`src/rtl/mole_game_ctrl.sv`:
```
// mole_game_ctrl: whack-a-mole controller covering spawning, mole lifetimes, hits and misses, score and lives.
// Optional MOLE_PENALTY_EN: a press on an unlit slot during play counts as a miss.
module mole_game_ctrl #(
    parameter int N_MOLES    = 10,
    parameter int MAX_ACTIVE = 3,
    parameter int LIVES      = 5,
    parameter int SPAWN_MS   = 500,
    parameter int LIFE_L0    = 1500,
    parameter int LIFE_L1    = 1000,
    parameter int LIFE_L2    = 750,
    parameter int LIFE_L3    = 500,
    parameter int SCORE_W    = 11
) (
    input  logic               clk,
    input  logic               rst_n,
    input  logic               tick_ms_i,
    input  logic               start_i,
    input  logic [1:0]         level_i,
    input  logic [4:0]         rand_idx_i,
    input  logic [N_MOLES-1:0] btn_edge_i,
    output logic [N_MOLES-1:0] active_o,
    output logic               hit_pulse_o,
    output logic               miss_pulse_o,
    output logic [SCORE_W-1:0] score_o,
    output logic [3:0]         lives_left_o,
    output logic [1:0]         game_state_o
);
    localparam int SP_W = $clog2(SPAWN_MS + 1);

    typedef enum logic [1:0] {S_IDLE = 2'b00, S_PLAY = 2'b01, S_OVER = 2'b10} state_t;

    state_t                    state_q, state_d;
    logic [N_MOLES-1:0]        active_q, active_d;
    logic [N_MOLES-1:0][15:0]  life_q, life_d;
    logic [SP_W-1:0]           spawn_q, spawn_d;
    logic [SCORE_W-1:0]        score_q, score_d;
    logic [3:0]                lives_q, lives_d;
    logic [1:0]                level_q, level_d;
    logic                      hit_q, hit_d, miss_q, miss_d;

    logic                      play, attempt, spawn_ok, miss_any;
    logic [N_MOLES-1:0]        hits, expire, penalty, sel;
    logic [5:0]                n_active, n_hits;
    logic [15:0]               life_init;
    logic [SCORE_W+5:0]        score_sum;

    // A hit on a slot masks its expiry in the same cycle.
    always_comb begin
        play = state_q == S_PLAY;
        hits = play ? btn_edge_i & active_q : '0;
`ifdef MOLE_PENALTY_EN
        penalty = play ? btn_edge_i & ~active_q : '0;
`else
        penalty = '0;
`endif
        n_active = '0;
        n_hits = '0;
        for (int i = 0; i < N_MOLES; i++) begin
            expire[i] = play && tick_ms_i && active_q[i] && !hits[i] && life_q[i] == 16'd1;
            sel[i] = rand_idx_i == 5'(i);
            n_active = n_active + 6'(active_q[i]);
            n_hits = n_hits + 6'(hits[i]);
        end
        attempt = play && tick_ms_i && spawn_q == SP_W'(SPAWN_MS - 1);
        spawn_ok = attempt && |sel && !(|(sel & active_q)) && n_active < 6'(MAX_ACTIVE);
        miss_any = |expire || |penalty;
        life_init = level_q == 2'd0 ? 16'(LIFE_L0) :
                    level_q == 2'd1 ? 16'(LIFE_L1) :
                    level_q == 2'd2 ? 16'(LIFE_L2) : 16'(LIFE_L3);
        score_sum = (SCORE_W+6)'(score_q) + (SCORE_W+6)'(n_hits);
    end

    always_comb begin
        state_d = state_q;
        active_d = active_q;
        life_d = life_q;
        spawn_d = spawn_q;
        score_d = score_q;
        lives_d = lives_q;
        level_d = level_q;
        hit_d = 1'b0;
        miss_d = 1'b0;
        if (start_i) begin
            state_d = S_PLAY;
            active_d = '0;
            life_d = '0;
            spawn_d = '0;
            score_d = '0;
            lives_d = 4'(LIVES);
            level_d = level_i;
        end else if (play) begin
            for (int i = 0; i < N_MOLES; i++) begin
                if (hits[i] || expire[i]) begin
                    active_d[i] = 1'b0;
                    life_d[i] = '0;
                end else if (spawn_ok && sel[i]) begin
                    active_d[i] = 1'b1;
                    life_d[i] = life_init;
                end else if (active_q[i] && tick_ms_i) begin
                    life_d[i] = life_q[i] - 16'd1;
                end
            end
            if (tick_ms_i)
                spawn_d = attempt ? '0 : spawn_q + SP_W'(1);
            hit_d = |hits;
            miss_d = miss_any;
            score_d = |score_sum[SCORE_W+5:SCORE_W] ? '1 : score_sum[SCORE_W-1:0];
            // Several misses in one cycle still cost a single life.
            if (miss_any && lives_q != 4'd0)
                lives_d = lives_q - 4'd1;
            if (miss_any && lives_q <= 4'd1) begin
                state_d = S_OVER;
                active_d = '0;
            end
        end
    end

    always_ff @(posedge clk or negedge rst_n) begin
        if (!rst_n) begin
            state_q <= S_IDLE;
            active_q <= '0;
            life_q <= '0;
            spawn_q <= '0;
            score_q <= '0;
            lives_q <= 4'(LIVES);
            level_q <= '0;
            hit_q <= 1'b0;
            miss_q <= 1'b0;
        end else begin
            state_q <= state_d;
            active_q <= active_d;
            life_q <= life_d;
            spawn_q <= spawn_d;
            score_q <= score_d;
            lives_q <= lives_d;
            level_q <= level_d;
            hit_q <= hit_d;
            miss_q <= miss_d;
        end
    end

    assign active_o = active_q;
    assign hit_pulse_o = hit_q;
    assign miss_pulse_o = miss_q;
    assign score_o = score_q;
    assign lives_left_o = lives_q;
    assign game_state_o = state_q;
endmodule

```
`config.mk`:
```
export PLATFORM = sky130hd
export DESIGN_NAME = mole_game_ctrl
export DESIGN_NICKNAME = d
export VERILOG_FILES = /design/src/rtl/mole_game_ctrl.sv
export SDC_FILE = /design/constraint.sdc
export NUM_CORES = 1
export LEC_CHECK = 0
export ABC_AREA = 1
export ABC_CLOCK_PERIOD_IN_PS = 8000
export BUFFER_PORTS_ARGS = -buffer_cell sky130_fd_sc_hd__buf_2
export CORE_ASPECT_RATIO = 0.5
export CORE_MARGIN = 3
export CORE_UTILIZATION = 45
export CTS_CLUSTER_SIZE = 28
export DETAILED_ROUTE_END_ITERATION = 16
export GPL_TIMING_DRIVEN = 1
export HOLD_SLACK_MARGIN = 0.12
export PLACE_DENSITY = 0.57
export SLEW_MARGIN = 30
export SYNTH_ARGS = -nofsm -noshare
export SYNTH_HDL_FRONTEND = slang
export SYNTH_SLANG_ARGS = --single-unit
export TNS_END_PERCENT = 30
```
`constraint.sdc`:
```
create_clock -name clk -period 8 [get_ports clk]
set_input_delay 0.8 -clock clk [delete_from_list [all_inputs] [get_ports clk]]
set_output_delay 0.8 -clock clk [all_outputs]
set_load 0.02 [all_outputs]
```
**Word level (Yosys, flattened, before mapping)**

Cells that the tools add are included.

- Register bits after elaboration: 200
- Input port bits: 21
- Output and inout bits: 29
- Logic and storage cells: 294

- Add/subtract/negate cells: 31
- Magnitude comparators: 2
- Equal/unequal tests: 23
- Multiplexer cells: 76
- Bitwise operators: 2
- Reductions and logical operators: 133

Operator list:

| cell | count |
|---|---|
| 16-bit two-way mux | 30 |
| 160-bit two-way mux | 2 |
| 16-bit by 1-bit == test with 1-bit output, second input constant | 10 |
| 16-bit by 1-bit subtractor with 16-bit output, second input constant | 10 |
| 4-bit nonzero test | 21 |
| 10-bit two-way mux | 6 |
| 1-bit logical AND | 57 |
| 6-bit by 1-bit adder with 6-bit output | 8 |
| 2-bit AND reduction | 23 |
| 11-bit two-way mux | 4 |
| 10-bit OR reduction | 4 |
| 9-bit two-way mux | 4 |
| 1-bit two-way mux | 24 |
| 10-bit AND | 2 |
| 5-bit by 3-bit == test with 1-bit output, second input constant | 4 |
| 11-bit by 6-bit adder with 12-bit output | 1 |
| 5-bit by 1-bit adder with 6-bit output | 2 |
| 4-bit two-way mux | 3 |
| 1-bit logical NOT | 11 |
| 4-bit by 1-bit adder with 5-bit output | 2 |
| 5-bit by 2-bit == test with 1-bit output, second input constant | 2 |
| 5-bit by 4-bit == test with 1-bit output, second input constant | 2 |
| 1-bit logical OR | 10 |
| 9-bit by 1-bit adder with 9-bit output, second input constant | 1 |
| other kinds (15) | 24 |

**Logic depth before layout (Yosys ltp)**

- Word-level depth: 17
- Depth in mapped cells: 22
- Gate-level depth less buffers: 22

**Worst setup path after synthesis**

Ideal clock, no wire load.

- Kind: input -> register
- Start: input btn_edge_i[6]
- End: register score_q[10], in the netlist score_o[10]
- Library setup time: 0.133 ns
- Data arrival time: 4.160 ns
- Required time: 7.867 ns
- Setup slack: 3.707 ns
- Stages on the path: 18
- Path buffers: 0
- Cell sequence: inv_1 -> nor3_1 -> fa_1 -> inv_1 -> fa_1 -> fa_1 -> fa_1 -> inv_1 -> fa_1 -> nand3_1 -> nand2_1 -> nand2_1 -> inv_1 -> nand2_1 -> nor2_1 -> nand3_1 -> o21ai_0 -> o21ai_0

- Cells in the longest elaborated chain, start to end: 11

RTL lines:

| what | RTL line | source |
|---|---|---|
| from (decl) | 20 | `input logic [N_MOLES-1:0] btn_edge_i,` |
| 10-bit AND (*) | 50 | `hits = play ? btn_edge_i & active_q : '0;` |
| 10-bit two-way mux (*) | 50 |  |
| 6-bit by 1-bit adder with 6-bit output (*) (4 in series) | 62 | `n_hits = n_hits + 6'(hits[i]);` |
| 11-bit by 6-bit adder with 12-bit output (*) | 70 | `score_sum = (SCORE_W+6)'(score_q) + (SCORE_W+6)'(n_hits);` |
| 6-bit OR reduction | 107 | `score_d = \|score_sum[SCORE_W+5:SCORE_W] ? '1 : score_sum[SCORE_W-1:0];` |
| 11-bit two-way mux (*) | 107 |  |
| 11-bit two-way mux (*) | 91 | `end else if (play) begin` |
| 11-bit two-way mux (*) | 83 | `if (start_i) begin` |
| to (signal assigned) | 134 | `score_q <= score_d;` |
| to (decl) | 36 | `logic [SCORE_W-1:0] score_q, score_d;` |

Every way passes the cells marked *; elsewhere a longest branch is shown, timed or not. The select of a mux whose other input is x is not followed.
A chain may end at the register's enable or synchronous reset.

**Worst setup path after layout**

- Start: register active_q[5], in the netlist active_o[5]
- End: register life_q[41] (netlist name)

- Cells in the longest elaborated chain, start to end: 12
- Elaborated cells on any way between the ends: 18
- Classes of those cells: add/sub (5); order compare (1); mux (4); bitwise (1); reduce/logical (7)

RTL lines:

| what | RTL line | source |
|---|---|---|
| from (decl) | 33 | `logic [N_MOLES-1:0] active_q, active_d;` |
| from (signal assigned) | 131 | `active_q <= active_d;` |
| 5-bit by 1-bit adder with 6-bit output | 61 | `n_active = n_active + 6'(active_q[i]);` |
| 6-bit by 1-bit adder with 6-bit output (4 in series) | 61 |  |
| 6-bit by 2-bit < comparator with 1-bit output | 65 | `spawn_ok = attempt && \|sel && !(\|(sel & active_q)) && n_active < 6'(MAX_ACTIVE);` |
| 1-bit logical AND (*) | 65 |  |
| 1-bit logical AND (*) | 96 | `end else if (spawn_ok && sel[i]) begin` |
| 16-bit two-way mux | 96 |  |
| 16-bit two-way mux | 93 | `if (hits[i] \|\| expire[i]) begin` |
| 160-bit two-way mux | 91 |  |
| 160-bit two-way mux | 83 |  |
| to (signal assigned) | 132 | `life_q <= life_d;` |
| to (decl) | 34 | `logic [N_MOLES-1:0][15:0] life_q, life_d;` |

Marked as above.

==> metrics.yaml <==
outcome: "finished clean"
max_freq_mhz: 201
die_h_um: 132
io_buffers: 49
ys_top_cells_by_area: "dfrtp_1 (35%), nand2_1 (15%), nor2_1 (6.8%)"
path_class: "flip-flop to flip-flop"
grt_pass1_vias: 12174
synth_edf_count: 0
dp_hpwl_um: 30400
synth_area_um2: 14200
post_cts_buffers: 0
synth_seq_cells: 200
cts_tree: "done"
drv_slew: 0
vias_per_cell: 5.20
die_w_um: 257
insertion_delay_ns: 0.47
p_leak_uw: 0.00811
grt_antenna_before_repair: 0
cp_max_fo: 26
synth_ff_type: "dfrtp_1"
skew_ns: 0.0160
final_core_util_pct: 50.3
max-cap-violations: 0
power.switching_uw: 2030
startpoint_type: "flip-flop"
cts_buffers: 17
grt_usage_pct: 25.0
endpoint_kind: "flip-flop"
netSwitchingFraction_pct: 44.0
syn_area_per_cell_um2: 7.03
row_count: 45
finalWirelength_um: 41600
worstPathArrival_ns: 5.36
grt_overflow: 0
finalSetupViolCount: 0
ioPinCount: 50
grt_pass1_wl_um: 67100
holdCritPathClass: "input pin to async pin"
route.detailed.drc: 0
cts.sinks: 200
cts_max_level: 4
antenna_left: 0
intPower_uw: 2590
first_pass_iters: 5
synth.most_common_cell: "nand2_1"
p_per_area_nw_per_um2: 300
fin_crit_sh_pct: 62.1
post_cts_resized: 0
wl_per_cell_um: 16.6
p_comb_share_pct: 45.3
min_period_ns: 4.97
crit_top_cell: "inv_1"
cp_cell_sequence: "fa_1 -> inv_1 -> fa_1 -> fa_1 -> inv_1 -> ha_1 -> inv_1 -> fa_1 -> inv_1 -> nand2_1 -> nand3_1 -> nor2_1 -> nand2_1 -> inv_1 -> nand2_4 -> nor2_8 -> nand2_4 -> nand2_2 -> nand2_2 -> inv_1 -> nand2_1 -> nand2_1"
postSynthCellCount: 2021
yosys.area.top_type: "dfrtp_1"
synth_top_cell_area_share_pct: 34.9
p_seq_share_pct: 34.5
coreArea_um2: 30700
cts_buffer_depth: 2
hold_viol: 0
start_util_pct: 46.3
ys_warn_count: 0
gp_congestion: 0.928
cts_root_buffer: "clkbuf_16"
synth_common_cells: "nand2_1 (580), nor2_1 (257), inv_1 (229), dfrtp_1 (198), nand3_1 (119)"
syn-num-nets: 2091
cts-hold-fix-buffers: 0
p_clk_share_pct: 20.2
irDropWorstVdd_uv: 142
vias: 12984
slew-limit-headroom_pct: 35.9
clkSlewWorstSetupHoldPaths_ns: 0.08
drive_gt1_share_pct: 9.11
async_reset_ff_share_pct: 100
die_area_um2: 33900
rsz0062_at_grt: "false"
ys_types: 44
yosysSeqAreaShare_pct: 35.2
nets: 2132
syn2layout_area_growth_pct: 8.57
drt_iter0_markers: 1066
grt_max_degree: 103
num_antenna_cells: 0
worst_slew_pin_slew_ns: 0.962
slowest_stage: "fa_1"
required_ns: 8.40
fin_setup_tns_ns: 0
max_stage_delay_ns: 0.60
## path summary, 6_finish.rpt
kind	startpoint	endpoint	slack, ns	depth (start not counted)
max in group asynchronous	rst_n	spawn_q[8]	6.49	2
worst max register to register	active_o[5]	life_q[41]	3.03	22
worst min-delay path	rst_n	life_q[38]	0.32	1
min in group clk	life_q[17]	life_q[17]	0.48	2
worst min register to register	life_q[17]	life_q[17]	0.48	2
worst max-delay path	active_o[5]	life_q[41]	3.03	22
## cells by family after synthesis
logic type                 synth area share [%]
and+or+nand+nor                            35.8
xor gates and xnor gates                   7.95
buffers and inverters                      8.07
DFF                                        35.2
AOI/OAI and AO/OA                          7.98
adders and majority gates                  5.00
## power groups by stage
stage	combinational [uW]	sequential, uW	clock [uW]
2_1_floorplan	1690	1530	0
3_3_place_gp	2070	1610	0
3_5_place_dp	2070	1600	0
4_1_cts	2090	1590	954
5_1_grt	2410	1640	989
6_report	2090	1600	933
## per-layer routing
layer / GRT usage [%] / vias to the layer above / wire length, um
li1: - / 6526 / -
met1: 37.5 / 6123 / 20900
met2: 38.0 / 297 / 18200
met3: 3.97 / 38 / 1910
met4: 5.38 / 0 / 591
met5: 0 / - / 0
## per-stage QoR
step	worst slack, ns	instances	total power [uW]	hold slack, ns	cell area (um^2)
2_1_floorplan	3.71	2021	3220	0.449	14200
3_3_place_gp	3.19	2466	3680	0.465	14800
3_5_place_dp	3.07	2466	3680	0.465	14800
4_1_cts	3.05	2498	4630	0.382	15400
5_1_grt	2.70	2498	5040	0.396	15400
6_report	3.03	2498	4620	0.324	15400
## worst max-delay path: cells and delay by family (launching register included)
family,cells,cell delay [ns]
adders and majority gates,5,2.21
buffers and inverters,6,0.50
DFF,1,0.52
and+or+nand+nor,11,1.64
## final cells by class
class                           count  area, um^2
Clock buffer                       17         425
Sequential cell                   200        5010
Multi-Input combinational cell   1538        8060
Inverter                          252         946
Clock inverter                     15         180
Tap cell                          423         529
Timing Repair Buffer               53         285
Fill cell                        3155       15300
## state kept, by name, indices dropped and copies added (netlist names)
name and count:
lives_left_o 4, miss_pulse_o 1, life_q 160, hit_pulse_o 1, score_o 11, spawn_q 9
game_state_o 2, active_o 10, level_q 2
## cell usage in the layout (no fill, tap or decap), types with 3 or more instances in the layout
| cell type | n |
|---|---|
| o21ai_0 | 81 |
| nor2_1 | 257 |
| buf_4 | 4 |
| o21ai_2 | 5 |
| a31oi_1 | 6 |
| ha_1 | 36 |
| xor2_1 | 103 |
| nor3_1 | 52 |
| o21ai_1 | 44 |
| nand3_1 | 119 |
| xnor2_1 | 26 |
| dfrtp_1 | 198 |
| clkbuf_16 | 17 |
| nand3_2 | 12 |
| inv_2 | 18 |
| inv_6 | 4 |
| nand2_2 | 21 |
| a21oi_1 | 26 |
| inv_8 | 5 |
| inv_1 | 229 |
| nor2_4 | 6 |
| or2_2 | 9 |
| nand3b_1 | 6 |
| nor4_1 | 3 |
| nand2_1 | 580 |
| fa_1 | 13 |
| buf_2 | 48 |
| o22ai_1 | 42 |
| nor2_2 | 13 |
| nand4_1 | 51 |
| clkinv_1 | 5 |
| nand2_4 | 14 |
| and2_1 | 4 |
No activity file was read; power rests on OpenSTA's default activity.
